File: src/rtl/encode_pkg.sv
// Shared types and constants for the (2,1,2) convolutional encoder frame sequencer.
package encode_pkg;

  // Sequencer states: IDLE -> CLEAR -> DATA -> TAIL -> IDLE
  typedef enum logic [1:0] {
    IDLE  = 2'd0,
    CLEAR = 2'd1,
    DATA  = 2'd2,
    TAIL  = 2'd3
  } state_t;

  localparam int TAIL_LEN = 2;  // zero bits flushed to terminate the trellis
  localparam int CODE_W   = 2;  // code symbol width {g1,g2}
  localparam int K        = 3;  // constraint length

  // Limit a requested bit count to the frame capacity.
  function automatic logic [31:0] clamp_len(input logic [31:0] len, input logic [31:0] max_len);
    clamp_len = (len > max_len) ? max_len : len;
  endfunction

endpackage

File: src/rtl/frame_shifter.sv
// Message shift register with a down-counter of bits still to be sent.
// Loads a frame LSB-first; each shift exposes the next bit on bit_sig.
module frame_shifter
  import encode_pkg::*;
#(
  parameter int MAX_LEN = 64,
  parameter int LEN_W   = $clog2(MAX_LEN + 1)
) (
  input  logic               clk_sig,
  input  logic               reset_sig,
  input  logic               load_sig,
  input  logic               shift_sig,
  input  logic [MAX_LEN-1:0] frame_sig,
  input  logic [LEN_W-1:0]   len_sig,
  output logic               bit_sig,
  output logic               last_bit_sig,
  output logic               empty_sig
);

  logic [MAX_LEN-1:0] shift_q, shift_d;
  logic [LEN_W-1:0]   cnt_q, cnt_d;

  // Next shift/count: load wins; shifting stops once the count is exhausted.
  always_comb begin
    shift_d = shift_q;
    cnt_d   = cnt_q;
    if (load_sig) begin
      shift_d = frame_sig;
      cnt_d   = LEN_W'(clamp_len(32'(len_sig), 32'(MAX_LEN)));
    end else if (shift_sig && (cnt_q != '0)) begin
      shift_d = shift_q >> 1;
      cnt_d   = cnt_q - LEN_W'(1);
    end
  end

  // Register state, cleared by async reset.
  always_ff @(posedge clk_sig or negedge reset_sig) begin
    if (!reset_sig) begin
      shift_q <= '0;
      cnt_q   <= '0;
    end else begin
      shift_q <= shift_d;
      cnt_q   <= cnt_d;
    end
  end

  assign bit_sig      = shift_q[0];
  assign last_bit_sig = (cnt_q == LEN_W'(1));
  assign empty_sig    = (cnt_q == '0);

endmodule

File: src/rtl/encode_frame_ctrl.sv
// Frame sequencer for the (2,1,2) convolutional encoder.
// Accepts a message frame, clears the encoder, serialises bits LSB-first,
// and frames the encoder output as a code stream with sof/eof.
// Build option: define ENCODE_TAIL_EN to append a 2-bit zero tail that
// returns the encoder to state 00 (eof moves to the last tail symbol).
//
// state | meaning
// IDLE  | waiting for a frame, in_ready high
// CLEAR | encoder held in sync clear for one cycle
// DATA  | one message bit per cycle into the encoder
// TAIL  | zero flush bits (ENCODE_TAIL_EN only)
module encode_frame_ctrl
  import encode_pkg::*;
#(
  parameter  int MAX_LEN = 64,
  localparam int LEN_W   = $clog2(MAX_LEN + 1)
) (
  input  logic               clk_sig,
  input  logic               reset_sig,
  input  logic               in_valid_sig,
  output logic               in_ready_sig,
  input  logic [MAX_LEN-1:0] frame_sig,
  input  logic [LEN_W-1:0]   len_sig,
  output logic               enc_reset_sig,
  output logic               enc_q_sig,
  input  logic [CODE_W-1:0]  enc_code_sig,
  output logic [CODE_W-1:0]  code_sig,
  output logic               code_valid_sig,
  output logic               code_sof_sig,
  output logic               code_eof_sig,
  output logic               busy_sig,
  output logic               err_sig
);

`ifdef ENCODE_TAIL_EN
  localparam logic TAIL_EN = 1'b1;
  localparam int   TL_W    = 2;
  logic [TL_W-1:0] tail_left_q, tail_left_d;
`else
  localparam logic TAIL_EN = 1'b0;
`endif

  state_t state_q, state_d;
  logic   enc_reset_q, enc_reset_d;
  logic   enc_q_q, enc_q_d;
  logic   in_ready_q, in_ready_d;
  logic   err_q, err_d;
  // act/sof/eof flags travel with the bit on enc_q; code_* are them one cycle later
  logic   act_q, act_d;
  logic   sof_f_q, sof_f_d;
  logic   eof_f_q, eof_f_d;
  logic   code_valid_q, code_sof_q, code_eof_q;

  logic   load, shift;
  logic   sh_bit, sh_last, sh_empty;

  frame_shifter #(
    .MAX_LEN(MAX_LEN),
    .LEN_W  (LEN_W)
  ) u_shifter (
    .clk_sig     (clk_sig),
    .reset_sig   (reset_sig),
    .load_sig    (load),
    .shift_sig   (shift),
    .frame_sig   (frame_sig),
    .len_sig     (len_sig),
    .bit_sig     (sh_bit),
    .last_bit_sig(sh_last),
    .empty_sig   (sh_empty)
  );

  // Next state and next values of all registered outputs.
  always_comb begin
    state_d     = state_q;
    enc_reset_d = enc_reset_q;
    enc_q_d     = 1'b0;
    err_d       = 1'b0;
    act_d       = 1'b0;
    sof_f_d     = 1'b0;
    eof_f_d     = 1'b0;
    load        = 1'b0;
    shift       = 1'b0;
`ifdef ENCODE_TAIL_EN
    tail_left_d = tail_left_q;
`endif
    case (state_q)
      IDLE: begin
        if (in_valid_sig && in_ready_q) begin
          if (len_sig == '0) begin
            err_d = 1'b1;
          end else begin
            load        = 1'b1;
            enc_reset_d = 1'b0;
            state_d     = CLEAR;
          end
        end
      end
      CLEAR: begin
        // first bit goes out as the encoder leaves clear
        state_d     = DATA;
        enc_reset_d = 1'b1;
        enc_q_d     = sh_bit;
        shift       = 1'b1;
        act_d       = 1'b1;
        sof_f_d     = 1'b1;
        eof_f_d     = sh_last & ~TAIL_EN;
      end
      DATA: begin
        if (!sh_empty) begin
          enc_q_d = sh_bit;
          shift   = 1'b1;
          act_d   = 1'b1;
          eof_f_d = sh_last & ~TAIL_EN;
        end else begin
`ifdef ENCODE_TAIL_EN
          state_d     = TAIL;
          act_d       = 1'b1;
          eof_f_d     = (TAIL_LEN == 1);
          tail_left_d = TL_W'(TAIL_LEN - 1);
`else
          state_d = IDLE;
`endif
        end
      end
      TAIL: begin
`ifdef ENCODE_TAIL_EN
        if (tail_left_q != '0) begin
          act_d       = 1'b1;
          eof_f_d     = (tail_left_q == TL_W'(1));
          tail_left_d = tail_left_q - TL_W'(1);
        end else begin
          state_d = IDLE;
        end
`else
        state_d = IDLE;
`endif
      end
      default: state_d = IDLE;
    endcase
    in_ready_d = (state_d == IDLE);
  end

  // FSM state and registered outputs; reset aborts any frame in flight.
  always_ff @(posedge clk_sig or negedge reset_sig) begin
    if (!reset_sig) begin
      state_q      <= IDLE;
      enc_reset_q  <= 1'b0;
      enc_q_q      <= 1'b0;
      in_ready_q   <= 1'b0;
      err_q        <= 1'b0;
      act_q        <= 1'b0;
      sof_f_q      <= 1'b0;
      eof_f_q      <= 1'b0;
      code_valid_q <= 1'b0;
      code_sof_q   <= 1'b0;
      code_eof_q   <= 1'b0;
`ifdef ENCODE_TAIL_EN
      tail_left_q  <= '0;
`endif
    end else begin
      state_q      <= state_d;
      enc_reset_q  <= enc_reset_d;
      enc_q_q      <= enc_q_d;
      in_ready_q   <= in_ready_d;
      err_q        <= err_d;
      act_q        <= act_d;
      sof_f_q      <= sof_f_d;
      eof_f_q      <= eof_f_d;
      code_valid_q <= act_q;
      code_sof_q   <= sof_f_q;
      code_eof_q   <= eof_f_q;
`ifdef ENCODE_TAIL_EN
      tail_left_q  <= tail_left_d;
`endif
    end
  end

  assign in_ready_sig   = in_ready_q;
  assign enc_reset_sig  = enc_reset_q;
  assign enc_q_sig      = enc_q_q;
  assign err_sig        = err_q;
  assign busy_sig       = (state_q != IDLE);
  assign code_valid_sig = code_valid_q;
  assign code_sof_sig   = code_sof_q;
  assign code_eof_sig   = code_eof_q;
  // encoder output is only meaningful with valid; held at 0 otherwise (incl. reset)
  assign code_sig       = code_valid_q ? enc_code_sig : '0;

endmodule

File: config.mk
export PLATFORM = sky130hd
export DESIGN_NAME = encode_frame_ctrl
export DESIGN_NICKNAME = d
export VERILOG_FILES = /design/src/rtl/encode_pkg.sv /design/src/rtl/frame_shifter.sv /design/src/rtl/encode_frame_ctrl.sv
export SDC_FILE = /design/constraint.sdc
export NUM_CORES = 1
export LEC_CHECK = 0
export CORE_MARGIN = 1.5
export CORE_UTILIZATION = 55
export DETAILED_ROUTE_END_ITERATION = 16
export GPL_TIMING_DRIVEN = 0
export PLACE_DENSITY = 0.86
export SETUP_SLACK_MARGIN = 0.15
export SYNTH_ARGS = -nofsm -noshare
export SYNTH_HDL_FRONTEND = slang
export SYNTH_SLANG_ARGS = --single-unit
File: constraint.sdc
create_clock -name clk_sig -period 4.15 [get_ports clk_sig]
set_input_delay 0.83 -clock clk_sig [delete_from_list [all_inputs] [get_ports clk_sig]]
set_output_delay 0.83 -clock clk_sig [all_outputs]
set_load 0.02 [all_outputs]
==> flow_summary.json <==
{
  "outcome": "completed",
  "rrSetupSlack_ns": 1.90,
  "post_cts_buffers": 0,
  "clk_pin_slew_ns": 0.08,
  "die_h_um": 87.83,
  "drt_wl_total_mm": 9.337,
  "pre_cts_slack_ns": 1.315,
  "antenna_found_initial": 0,
  "cp_max_fo": 1,
  "cap_violations": 0,
  "syn-cell-area_um2": 3958,
  "peakVddDrop_uv": 149.3,
  "antenna_cells": 0,
  "drtIter0Drc": 191,
  "first_global_vias": 3479,
  "period_minus_slack_ns": 2.828,
  "end_kind": "output pin",
  "critPathMaxStageDelay_ns": 0.59,
  "synth_top_cell_area_share_pct": 52.48,
  "register_area_um2": 2077,
  "grt.total_usage_pct": 25.95,
  "p_per_area_nw_per_um2": 303.4,
  "htree_levels": 3,
  "hold_path_depth": 0,
  "fin_total_pwr_mw": 1.572,
  "dpl.cell_count": 631,
  "clock_latency_ns": 0.36,
  "cts_buffer_depth": 2,
  "r2r_end": "u_shifter.shift_q[43]$_DFFE_PN0P_",
  "crit_top_cell": "clkdlybuf4s50_1",
  "setup_ws_ns": 1.322,
  "final_nets": 629,
  "rr_startpoint": "state_q[1]$_DFF_PN0_",
  "r2r_cells": 7,
  "final_common_cell": "a21oi_1",
  "firstDrtPassIters": 4,
  "rsz0062_at_grt": "false",
  "vias": 3592,
  "final_cell_mix": "a21oi_1, clkdlybuf4s50_1, dfrtp_1",
  "grt_overflow": 0,
  "antenna_left": 0,
  "skew_ns": 0.01214,
  "syn2layout_area_growth_pct": 30.89,
  "dpl-instance-area_um2": 4954,
  "hpwl_mm": 6.574,
  "fill_cells": 498,
  "multi_input_area_um2": 1635,
  "instances_no_fill": 647,
  "leakagePower_nw": 2.179,
  "hold_start": "eof_f_q$_DFF_PN0_",
  "drt-vias-per-instance": 5.552,
  "io_buffers": 85,
  "setup-violations-final": 0,
  "arrival_ns": 2.00,
  "cts_root_buf": "clkbuf_8",
  "ios": 86,
  "cts_made_buffers": 9,
  "ys_seq_area_share_pct": 52.48,
  "synth-edff-count": 0,
  "fmax_mhz": 353.6,
  "globalplace.congestion": 0.9211,
  "whs_ns": 0.3591,
  "holdPathEnd": "code_eof_sig$_DFF_PN0_",
  "synth_top_area_cell": "dfrtp_1",
  "fin_util_pct": 75.41,
  "hold_viol": 0,
  "post-route-drc-count": 0,
  "slowest_stage": "clkdlybuf4s50_1",
  "core_region_area_um2": 6869,
  "netlist_instances": 449,
  "die_w_um": 87.83,
  "cts_tree": "done",
  "holdBufCountCts": 0,
  "async_reset_ff_share_pct": 100.0,
  "ys_ff_latch": 83,
  "tightest_slew_ns": 0.5516,
  "hp-class": "flip-flop to flip-flop",
  "clock-sinks": 83,
  "grt_pass1_wl_mm": 15.53,
  "crit_required_ns": 3.32,
  "fin_crit_sh_pct": 68.14,
  "layout-drive-gt1-share_pct": 7.260,
  "ys_warn_count": 0,
  "worst_setup_path_start_kind": "input port",
  "wl_per_cell_um": 14.43,
  "synth_area_leaders": "dfrtp_1, a21oi_1, nor2_1, nand2_1, buf_6",
  "slew_viol_final": 0,
  "start_util_pct": 57.61,
  "grt_start_max_net_pins": 48,
  "avgSynthCellArea_um2": 8.814,
  "syn-num-nets": 532,
  "crit_type": "input port to output pin",
  "rows": 30,
  "tns_ns": 0,
  "cp_cell_sequence": "clkdlybuf4s50_1 > and2_1 > clkdlybuf4s50_1",
  "dieArea_um2": 7713,
  "synth_cell_types": 40,
  "maxSlewHeadroom_pct": 63.23,
  "ys.flop_type": "dfrtp_1",
  "final_cell_area_um2": 5180,
  "cts_resized": 0
}
-- how the worst max path moves through the flow --
stage | start | endpoint | slack (ns) | cells after the start
3_3_place_gp | reset_sig | u_shifter.shift_q[39]$_DFFE_PN0P_ | -0.64 | 1
2_1_floorplan | len_sig[0] | enc_reset_sig$_DFFE_PN0P_ | 2.15 | 4
6_report | enc_code_sig[0] | code_sig[0] | 1.32 | 3
5_1_grt | enc_code_sig[1] | code_sig[1] | 1.27 | 3
4_1_cts | enc_code_sig[0] | code_sig[0] | 1.31 | 3
3_5_place_dp | enc_code_sig[0] | code_sig[0] | 1.32 | 3
-- metal layers --
layer / part of all wire (%) / routed length, um / GRT usage (%) / vias up
li1: - / - / - / 1730
met1: 42 / 3938 / 32.42 / 1700
met2: 50 / 4682 / 44.27 / 136
met3: 5.6 / 525 / 5.938 / 26
met4: 2.0 / 191 / 9.235 / 0
met5: 0 / 0 / 0 / -
-- registers in the layout (all words and copies together), names as in the netlist --
signal             count
code_valid_sig         1
in_ready_sig           1
act_q                  1
err_sig                1
u_shifter.cnt_q        7
code_sof_sig           1
enc_reset_sig          1
u_shifter.shift_q     64
enc_q_sig              1
eof_f_q                1
state_q                2
code_eof_sig           1
sof_f_q                1
-- kinds of logic after synthesis --
family | synth area share [%]
DFF | 52.48
muxes | 0.5059
xor gates and xnor gates | 0.2213
and+or+nand+nor | 16.53
AOI/OAI and AO/OA | 21.85
adders and majority gates | 2.213
buffers and inverters | 6.197
-- report_power, final --
| part | switching (mW) | internal [mW] | total (mW) |
|---|---|---|---|
| combinational | 0.0340 | 0.0672 | 0.101 |
| sequential | 0 | 0.808 | 0.808 |
| clock | 0.294 | 0.369 | 0.662 |
-- Yosys cell counts, drive strengths merged, types with 4 or more instances --
library cell	n
dfrtp	83
nand2	65
ha	7
a21oi	135
nor2	70
buf	16
inv	9
nor4	4
nand3	5
o21ai	8
clkbuf	14
-- worst max-delay path, delay by kind of cell --
family / cells / cell delay [ns]
buffers and inverters: 2 / 1.05
and+or+nand+nor: 1 / 0.12
-- cell type report --
cell class,count,area share [%]
plain buffers,30,4.082
clock buffers,11,2.923
clock inverters,5,1.449
inverters,9,0.6522
multi-input cells,327,31.57
flip-flops and latches,83,40.10
well taps,96,2.319
repair buffers,86,16.91
(Power assumes the default switching activity.)
